### src/rtl/axi_pkg.sv
// rtl/axi_pkg.sv - shared AXI3 field widths, response codes and write-arbiter state encoding
package axi_pkg;

    localparam int LEN_W   = 4;
    localparam int SIZE_W  = 3;
    localparam int BURST_W = 2;
    localparam int LOCK_W  = 2;
    localparam int CACHE_W = 4;
    localparam int PROT_W  = 3;

    localparam logic [1:0] RESP_OKAY   = 2'b00;
    localparam logic [1:0] RESP_EXOKAY = 2'b01;
    localparam logic [1:0] RESP_SLVERR = 2'b10;
    localparam logic [1:0] RESP_DECERR = 2'b11;

    localparam logic [1:0] ST_IDLE = 2'd0;
    localparam logic [1:0] ST_ADDR = 2'd1;
    localparam logic [1:0] ST_DATA = 2'd2;
    localparam logic [1:0] ST_RESP = 2'd3;

    typedef enum logic [1:0] {
        IDLE = ST_IDLE,
        ADDR = ST_ADDR,
        DATA = ST_DATA,
        RESP = ST_RESP
    } warb_state_e;

endpackage

### src/rtl/rr_arbiter2.sv
// rtl/rr_arbiter2.sv - two-input round-robin picker
// Ports: last_grant (index of previous winner), req[1:0], gnt[1:0] one-hot (0 when no request)
module rr_arbiter2 (
    input  logic       last_grant,
    input  logic [1:0] req,
    output logic [1:0] gnt
);

    // On a tie the master after the previous winner takes the channel.
    always_comb begin
        gnt = req;
        if (req == 2'b11) begin
            gnt = last_grant ? 2'b01 : 2'b10;
        end
    end

endmodule

### src/rtl/axi_write_arbiter.sv
// rtl/axi_write_arbiter.sv - 2:1 round-robin arbiter sharing one AXI3 write slave (AW/W/B)
// Ports: ACLK, ARESET (async, active high); S_AW*/S_W*/S_B* two flattened master ports
// (master 0 in the LSBs); M_AW*/M_W*/M_B* single slave port; grant one-hot channel owner;
// len_err one-cycle burst-length violation pulse.
// Option: WARB_LEN_CHECK_EN builds the beat counter and len_err; otherwise len_err is 0.
module axi_write_arbiter
    import axi_pkg::*;
#(
    parameter int DATA_W = 32,
    parameter int ADDR_W = 32,
    parameter int ID_W   = 4
) (
    input  logic                      ACLK,
    input  logic                      ARESET,
    input  logic [2*ID_W-1:0]         S_AWID,
    input  logic [2*ADDR_W-1:0]       S_AWADDR,
    input  logic [2*LEN_W-1:0]        S_AWLEN,
    input  logic [2*SIZE_W-1:0]       S_AWSIZE,
    input  logic [2*BURST_W-1:0]      S_AWBURST,
    input  logic [2*LOCK_W-1:0]       S_AWLOCK,
    input  logic [2*CACHE_W-1:0]      S_AWCACHE,
    input  logic [2*PROT_W-1:0]       S_AWPROT,
    input  logic [1:0]                S_AWVALID,
    output logic [1:0]                S_AWREADY,
    input  logic [2*ID_W-1:0]         S_WID,
    input  logic [2*DATA_W-1:0]       S_WDATA,
    input  logic [2*(DATA_W/8)-1:0]   S_WSTRB,
    input  logic [1:0]                S_WLAST,
    input  logic [1:0]                S_WVALID,
    output logic [1:0]                S_WREADY,
    output logic [2*ID_W-1:0]         S_BID,
    output logic [3:0]                S_BRESP,
    output logic [1:0]                S_BVALID,
    input  logic [1:0]                S_BREADY,
    output logic [ID_W-1:0]           M_AWID,
    output logic [ADDR_W-1:0]         M_AWADDR,
    output logic [LEN_W-1:0]          M_AWLEN,
    output logic [SIZE_W-1:0]         M_AWSIZE,
    output logic [BURST_W-1:0]        M_AWBURST,
    output logic [LOCK_W-1:0]         M_AWLOCK,
    output logic [CACHE_W-1:0]        M_AWCACHE,
    output logic [PROT_W-1:0]         M_AWPROT,
    output logic                      M_AWVALID,
    input  logic                      M_AWREADY,
    output logic [ID_W-1:0]           M_WID,
    output logic [DATA_W-1:0]         M_WDATA,
    output logic [DATA_W/8-1:0]       M_WSTRB,
    output logic                      M_WLAST,
    output logic                      M_WVALID,
    input  logic                      M_WREADY,
    input  logic [ID_W-1:0]           M_BID,
    input  logic [1:0]                M_BRESP,
    input  logic                      M_BVALID,
    output logic                      M_BREADY,
    output logic [1:0]                grant,
    output logic                      len_err
);

    localparam int STRB_W = DATA_W / 8;

    warb_state_e state;
    logic        last_grant;
    logic [1:0]  pick;
    logic        g;
    logic        aw_hs;
    logic        w_hs;
    logic        b_hs;

`ifdef WARB_LEN_CHECK_EN
    logic [LEN_W-1:0] beat_cnt;
`endif

    logic [ID_W-1:0]    aw_id    [2];
    logic [ADDR_W-1:0]  aw_addr  [2];
    logic [LEN_W-1:0]   aw_len   [2];
    logic [SIZE_W-1:0]  aw_size  [2];
    logic [BURST_W-1:0] aw_burst [2];
    logic [LOCK_W-1:0]  aw_lock  [2];
    logic [CACHE_W-1:0] aw_cache [2];
    logic [PROT_W-1:0]  aw_prot  [2];
    logic [ID_W-1:0]    w_id     [2];
    logic [DATA_W-1:0]  w_data   [2];
    logic [STRB_W-1:0]  w_strb   [2];

    for (genvar i = 0; i < 2; i++) begin : g_unpack
        assign aw_id[i]    = S_AWID[i*ID_W +: ID_W];
        assign aw_addr[i]  = S_AWADDR[i*ADDR_W +: ADDR_W];
        assign aw_len[i]   = S_AWLEN[i*LEN_W +: LEN_W];
        assign aw_size[i]  = S_AWSIZE[i*SIZE_W +: SIZE_W];
        assign aw_burst[i] = S_AWBURST[i*BURST_W +: BURST_W];
        assign aw_lock[i]  = S_AWLOCK[i*LOCK_W +: LOCK_W];
        assign aw_cache[i] = S_AWCACHE[i*CACHE_W +: CACHE_W];
        assign aw_prot[i]  = S_AWPROT[i*PROT_W +: PROT_W];
        assign w_id[i]     = S_WID[i*ID_W +: ID_W];
        assign w_data[i]   = S_WDATA[i*DATA_W +: DATA_W];
        assign w_strb[i]   = S_WSTRB[i*STRB_W +: STRB_W];
    end

    rr_arbiter2 u_rr (
        .last_grant (last_grant),
        .req        (S_AWVALID),
        .gnt        (pick)
    );

    // grant is one-hot whenever the FSM is outside IDLE, so bit 1 is the owner index.
    assign g     = grant[1];
    assign aw_hs = M_AWVALID & M_AWREADY;
    assign w_hs  = M_WVALID & M_WREADY;
    assign b_hs  = M_BVALID & M_BREADY;

    // Channel routing: only the phase currently owned is connected; everything else is 0.
    always_comb begin
        M_AWID    = '0;
        M_AWADDR  = '0;
        M_AWLEN   = '0;
        M_AWSIZE  = '0;
        M_AWBURST = '0;
        M_AWLOCK  = '0;
        M_AWCACHE = '0;
        M_AWPROT  = '0;
        M_AWVALID = 1'b0;
        M_WID     = '0;
        M_WDATA   = '0;
        M_WSTRB   = '0;
        M_WLAST   = 1'b0;
        M_WVALID  = 1'b0;
        M_BREADY  = 1'b0;
        S_AWREADY = '0;
        S_WREADY  = '0;
        S_BVALID  = '0;
        S_BID     = '0;
        S_BRESP   = {RESP_OKAY, RESP_OKAY};
        case (state)
            ADDR: begin
                M_AWID       = aw_id[g];
                M_AWADDR     = aw_addr[g];
                M_AWLEN      = aw_len[g];
                M_AWSIZE     = aw_size[g];
                M_AWBURST    = aw_burst[g];
                M_AWLOCK     = aw_lock[g];
                M_AWCACHE    = aw_cache[g];
                M_AWPROT     = aw_prot[g];
                M_AWVALID    = S_AWVALID[g];
                S_AWREADY[g] = M_AWREADY;
            end
            DATA: begin
                M_WID       = w_id[g];
                M_WDATA     = w_data[g];
                M_WSTRB     = w_strb[g];
`ifdef WARB_LEN_CHECK_EN
                // The counted final beat always closes the burst toward the slave.
                M_WLAST     = S_WLAST[g] | (beat_cnt == '0);
`else
                M_WLAST     = S_WLAST[g];
`endif
                M_WVALID    = S_WVALID[g];
                S_WREADY[g] = M_WREADY;
            end
            RESP: begin
                S_BID       = g ? {M_BID, {ID_W{1'b0}}} : {{ID_W{1'b0}}, M_BID};
                S_BRESP     = g ? {M_BRESP, RESP_OKAY} : {RESP_OKAY, M_BRESP};
                S_BVALID[g] = M_BVALID;
                M_BREADY    = S_BREADY[g];
            end
            default: ;
        endcase
    end

    always_ff @(posedge ACLK or posedge ARESET) begin
        if (ARESET) begin
            state      <= IDLE;
            grant      <= '0;
            last_grant <= 1'b1;
`ifdef WARB_LEN_CHECK_EN
            beat_cnt   <= '0;
            len_err    <= 1'b0;
`endif
        end else begin
`ifdef WARB_LEN_CHECK_EN
            len_err <= 1'b0;
`endif
            case (state)
                IDLE: begin
                    if (|S_AWVALID) begin
                        grant <= pick;
                        state <= ADDR;
                    end
                end
                ADDR: begin
                    if (aw_hs) begin
`ifdef WARB_LEN_CHECK_EN
                        beat_cnt <= aw_len[g];
`endif
                        state <= DATA;
                    end
                end
                DATA: begin
                    if (w_hs) begin
`ifdef WARB_LEN_CHECK_EN
                        beat_cnt <= beat_cnt - 1'b1;
                        // Error whenever the master's WLAST disagrees with the counted last beat.
                        if (S_WLAST[g] != (beat_cnt == '0)) begin
                            len_err <= 1'b1;
                        end
                        if (S_WLAST[g] || (beat_cnt == '0)) begin
                            state <= RESP;
                        end
`else
                        if (S_WLAST[g]) begin
                            state <= RESP;
                        end
`endif
                    end
                end
                RESP: begin
                    if (b_hs) begin
                        last_grant <= g;
                        grant      <= '0;
                        state      <= IDLE;
                    end
                end
                default: state <= IDLE;
            endcase
        end
    end

`ifndef WARB_LEN_CHECK_EN
    assign len_err = 1'b0;
`endif

endmodule

### config.mk
export PLATFORM = sky130hd
export DESIGN_NAME = axi_write_arbiter
export DESIGN_NICKNAME = d
export VERILOG_FILES = /design/src/rtl/axi_pkg.sv /design/src/rtl/rr_arbiter2.sv /design/src/rtl/axi_write_arbiter.sv
export SDC_FILE = /design/constraint.sdc
export NUM_CORES = 1
export LEC_CHECK = 0
export CAP_MARGIN = 20
export CORE_AREA = 2 2 127 129
export DETAILED_ROUTE_END_ITERATION = 12
export DIE_AREA = 0 0 129 131
export MAX_ROUTING_LAYER = met4
export SYNTH_ARGS = -nofsm -noshare
export SYNTH_HDL_FRONTEND = slang
export SYNTH_SLANG_ARGS = --single-unit
### constraint.sdc
create_clock -name ACLK -period 1.45 [get_ports ACLK]
set_clock_uncertainty 0.1 [all_clocks]
set_input_delay 0.2175 -clock ACLK [delete_from_list [all_inputs] [get_ports ACLK]]
set_output_delay 0.2175 -clock ACLK [all_outputs]
set_load 0.005 [all_outputs]
# Yosys cells after proc, flatten, opt, wreduce, memory -nomap -nowiden
# Index checks and enable logic that the tools add are counted.
[word_totals]
register_bits = 5
latchBits = 0
ramBits = 0
mem_bits_ro = 0
in_bits = 207
output_inout_bits = 119
word_cells = 104
memories = 0
[classes]
n_addsub = 0
mul = 0
div_mod_pow = 0
n_lt_le_gt_ge = 3
eq_ne = 9
shift = 0
mux = 75
bitwise_logic = 7
n_reduce_logical = 7
[op_table]
columns = ["cell", "count"]
rows = [
  ["32-bit two-way mux", 8],
  ["4-bit two-way mux", 22],
  ["2-bit two-way mux", 19],
  ["3-bit two-way mux", 8],
  ["8-bit two-way mux", 2],
  ["1-bit two-way mux", 13],
  ["2-bit != test (second input constant)", 5],
  ["2-bit one-hot mux with 4 select lines", 1],
  ["2-bit AND", 3],
  ["2-bit equality test (second input constant)", 3],
  ["5-bit AND reduction", 1],
  ["2-bit one-hot mux with 2 select lines", 1],
  ["1-bit AND", 3],
  ["3-bit AND reduction", 1],
  ["2-bit by 1-bit equality test with 1-bit output (second input constant)", 1],
  ["2-bit greater-or-equal comparator (second input constant)", 1],
  ["2-bit logical NOT", 1],
  ["1-bit by 2-bit < comparator with 1-bit output (second input constant)", 1],
  ["1-bit NOT with 2-bit output", 1],
  ["2-bit AND reduction", 1],
  ["2-bit nonzero test", 1],
  ["2-bit OR reduction", 1],
  ["1-bit demux with 1-bit select", 1],
  ["1-bit greater-or-equal comparator (second input constant)", 1],
  ["1-bit logical AND", 1],
]

# Logic depth before layout (Yosys ltp)
# Gate-level depths: netlist (run 1).
[depth]
depth_word = 6
mapped_depth = 6
depth_no_buf = 6

# Hierarchy
# From an unflattened synthesis (run 1), not the netlist that was laid out.
[unflattened]
cells_unflattened = 276
area_unflattened_um2 = 2174.6
[by_module_without_submodules]
columns = ["module", "n_inst", "cells_per_inst", "area_each_um2", "seq_area_each_um2"]
rows = [
  ["axi_write_arbiter", 1, 273, 2155.8, 126.4],
  ["rr_arbiter2", 1, 3, 18.8, 0.0],
]

# Worst setup path after synthesis (run 1)
# No wires, ideal clock.
[synth_timing]
path_kind = "reg2out"
from = "register state[1]"
to = "output port M_AWADDR[0]"
t_arrival_ps = 1249
required_time_ps = 1133
setup_slack_ps = -117
path_stages_with_launch = 6
path_buffers = 2
cell_sequence = "dfrtp_1 inv_1 ha_1 clkbuf_1 clkbuf_1 nor2b_1"
[synth_via]
elab_chain_cells = 2
[synth_lines]
columns = ["element", "line_no", "source"]
rows = [
  ["start: declaration", "axi_write_arbiter.sv:61", "warb_state_e state;"],
  ["start signal: assignment", "axi_write_arbiter.sv:171", "state <= IDLE;"],
  ["start signal: assignment", "axi_write_arbiter.sv:186", "state <= ADDR;"],
  ["start signal: assignment", "axi_write_arbiter.sv:194", "state <= DATA;"],
  ["2-bit by 1-bit equality test with 1-bit output", "axi_write_arbiter.sv:133", "case (state)"],
  ["32-bit two-way mux", "axi_write_arbiter.sv:133", ""],
  ["end: declaration", "axi_write_arbiter.sv:36", "output logic [ADDR_W-1:0] M_AWADDR,"],
]
# No other way between the ends.

# Worst setup path in the final report (run 1)
[layout_timing]
from = "register grant[1]"
to = "output port M_AWADDR[29]"
[layout_via]
elab_chain_cells = 5
[layout_lines]
columns = ["element", "line_no", "source"]
rows = [
  ["start: declaration", "axi_write_arbiter.sv:55", "output logic [1:0] grant,"],
  ["start signal: assignment", "axi_write_arbiter.sv:185", "grant <= pick;"],
  ["1-bit NOT with 2-bit output (not written as such)", "axi_write_arbiter.sv:136", "M_AWADDR = aw_addr[g];"],
  ["32-bit two-way mux (not written as such) (3 in series)", "axi_write_arbiter.sv:136", ""],
  ["32-bit two-way mux", "axi_write_arbiter.sv:133", ""],
]
# No other way between the ends. The select of a mux whose other input is x is not followed.

==> impl_metrics.csv, run 1 <==
group,metric,value,unit
yosys,synth_seq_cells,5,
worst_setup_path,cpMaxStageDelayCell,"dfrtp_4",
yosys,yosys-top-cells-count,"nor2b_1, mux2i_1, clkbuf_1, buf_4",
sta,setup_ws,-0.535,ns
final_layout,final_nets,891,
placement,io_buffers,324,
route,num_vias,3534,
global_route,antenna_found_initial,0,
power,p_per_area,1410,nW/um^2
clock_tree,cts.sinks,5,
clock_tree,clockBufferDepth,2,
global_route,grt_overflow,0,
power,power.leakage,3.04,nW
clock_tree,cts_made_buffers,3,
worst_setup_path,critPathTopFamily,"buffers and inverters",
clock_tree,clk_latency,0.23,ns
worst_setup_path,r2r_cells,7,
sta,final.setup.tns,-48.06,ns
route,dr.pass1.iters,4,
worst_setup_path,reg2reg_from,"grant[1]",
status,violations,"setup timing",
yosys,netlist.area_leader.share,43.9,%
power,max-vdd-ir-drop,0.704,mV
yosys,synth-xor-area-share,0,%
final_layout,drive_gt1_share,36.4,%
placement,hpwlAfterDp,10.4,mm
die,fp-row-count,46,
route,drt-wirelength-per-cell,16.9,microns
route,drt-vias-per-instance,3.95,
yosys,netlist_area,2230,sq um
sta,holdWs,0.100,ns
worst_setup_path,crit_buf_inv,5,
global_route,grt_max_degree,34,
sta,rsz0062_at_grt,"true",
status,status,"complete, but fails checks",
die,fp.dieW,129,microns
yosys,synth_area_leaders,"mux2i_1, nor2b_1, dfrtp_1, buf_4, ha_1",
sta,finalMaxSlewViolations,0,
yosys,synth_top_cell_by_area,"mux2i_1",
clock_tree,root_buffer,"clkbuf_16",
die,initial_utilization,14.3,%
yosys,ys_seq_area_share,5.66,%
yosys,yosysWarnings,0,
route,antenna_left,0,
route,wirelength,15.1,mm
sta,clock.fmax,504,MHz
sta,hold_viol,0,
route,drc,0,
clock_tree,cts_tree,"done",
final_layout,antenna_cells,0,
yosys,post-synth-top-count-cell,"nor2b_1",
worst_setup_path,rrSetupSlack,-0.49,ns
final_layout,syn_to_final_growth,199,%
worst_setup_path,crit_arrival,1.67,ns
sta,setup_viol,122,
sta,period_minus_slack,1.99,ns
yosys,postSynthAreaPerCell,7.84,sq um
worst_setup_path,r2r-end,"state[1]",
global_route,grt_pass1_vias,3245,
job,cap_viol_max_count,0,
global_route,grt_pass1_wl,18.0,mm
die,die_h,131,microns
yosys,synthArstFlopShare,100,%
yosys,muxShareOfSynthArea,45.1,%
route,drt_iter0_drc,91,
min_path,hold_class,"in -> async",
yosys,synth_compound_area_share,2.07,%
worst_setup_path,worstPathCellList,"buf_6, buf_6, buf_12, buf_12, mux2i_4, nor2b_4, buf_2",
clock_tree,path_clk_slew,0.03,ns
worst_setup_path,criticalPathCategory,"reg -> out",
worst_setup_path,crit_path_max_fanout,7,
worst_setup_path,crit_path_end_kind,"output pin",
placement,place.gp.congestion,0.858,
yosys,synth-edff-count,0,
yosys,yosys.area_share.simple,37.0,%
clock_tree,htreeDepth,1,
die,num_io_pins,326,
global_route,grtUsageTotal,14.0,%
yosys,ys_types,28,
yosys,synth_fp_nets,496,
worst_setup_path,cpPeakStageDelay,0.52,ns
worst_setup_path,cp.required,1.13,ns
yosys,synth_top_family_by_area,"multiplexers",
die,core_area,15600,sq um
worst_setup_path,start_kind,"flop",
yosys,synth_adder_area_share,2.24,%
yosys,ys.flop_type,"dfrtp_1",
die,die-area,16900,sq um
yosys,postSynthCellCount,285,
sta,min_period_over_period,137,%
==> cell families after synthesis <==
kind of cell / Yosys count
AOI/OAI and AO/OA: 7
other: 1
muxes: 100
buffers and inverters: 33
DFF: 5
and+or+nand+nor: 135
adders and majority gates: 4
==> state kept, by name, indices dropped and copies added (netlist names) <==
name	cells
last_grant	1
grant	2
state	2
==> metrics by stage <==
step	power (mW)	setup WS (ns)	cell area [sq um]	util [%]	std cells
after global routing	9.96	-0.561	6670	42.8	895
after floorplan	3.30	-0.0422	2290	-	285
after CTS	7.70	-0.698	6120	39.3	839
after detailed placement	6.78	-0.512	5890	37.8	820
final	9.39	-0.535	6670	42.8	895
after global placement	6.70	-0.505	5890	37.8	820
==> layer usage <==
layer | global-route usage, % | share of wire, %
met5 | - | 0
met4 | 2.81 | 1.7
met3 | 1.55 | 5.6
met2 | 27.2 | 53
met1 | 15.4 | 39
==> layout by cell type, fill, tap and decap left out, drive strengths merged, types with 3 or more instances in the layout <==
master           n
dlymetal6s2s     4
nand2b           3
and3             7
ha               4
nand2            5
clkdlybuf4s15    4
nor2             6
inv              7
mux2i           98
dfrtp            4
buf            171
clkbuf          31
and2             7
nor2b          100
clkdlybuf4s50  208
nand4b           3
o21ai            4
==> where the power goes <==
part	internal [mW]	switching, mW	total (mW)	leakage [nW]
Sequential	0.234	0.0859	0.320	0.0566
Combinational	5.35	3.25	8.61	2.94
Clock	0.365	0.0948	0.460	0.0382
==> layout make-up <==
class | count | area (sq um)
timing repair buffer | 416 | 4020
tap | 216 | 270
multi-input combinational | 247 | 2140
clock buffer | 4 | 78.8
fill | 1562 | 8930
sequential | 5 | 133
inverter | 7 | 26.3
==> worst max path at each step <==
stage                   from           end  slack (ns)  cells past startpoint
finish              grant[1]  M_AWADDR[29]       -0.54                      7
global route        grant[1]  M_AWADDR[29]       -0.56                      7
CTS                 grant[1]      M_WID[2]       -0.70                      4
detailed placement  state[0]    M_WDATA[0]       -0.51                      5
global placement    state[0]    M_WDATA[0]       -0.50                      5
floorplan           state[0]      state[1]       -0.04                      6
==> what timing repair did <==
action | 4_1_cts | 5_1_grt
resized for setup | 250 | 243
endpoints found under the setup margin | 122 | 122
hold buffers | 0 | 0
hold endpoints to repair | 0 | 0
setup buffers | 11 | 43
pin swaps | 6 | 2
cloned | 4 | 14
Power figures use the tool's default switching activity.
==> inputs of run 2 (changes only) <==
--- a/config.mk
+++ b/config.mk
@@ -7,6 +7,7 @@
 export LEC_CHECK = 0
 export CAP_MARGIN = 20
 export CORE_AREA = 2 2 127 129
+export CTS_CLUSTER_SIZE = 8
 export DETAILED_ROUTE_END_ITERATION = 12
 export DIE_AREA = 0 0 129 131
 export MAX_ROUTING_LAYER = met4
==> results of run 2 <==
No change in the layout: final DEF, timing and power equal those of run 1.
==> inputs of run 3 (changes only) <==
--- a/config.mk
+++ b/config.mk
@@ -11,6 +11,7 @@
 export DETAILED_ROUTE_END_ITERATION = 12
 export DIE_AREA = 0 0 129 131
 export MAX_ROUTING_LAYER = met4
+export SLEW_MARGIN = 40
 export SYNTH_ARGS = -nofsm -noshare
 export SYNTH_HDL_FRONTEND = slang
 export SYNTH_SLANG_ARGS = --single-unit
==> results of run 3 <==
No change in the layout: final DEF, timing and power equal those of run 1.
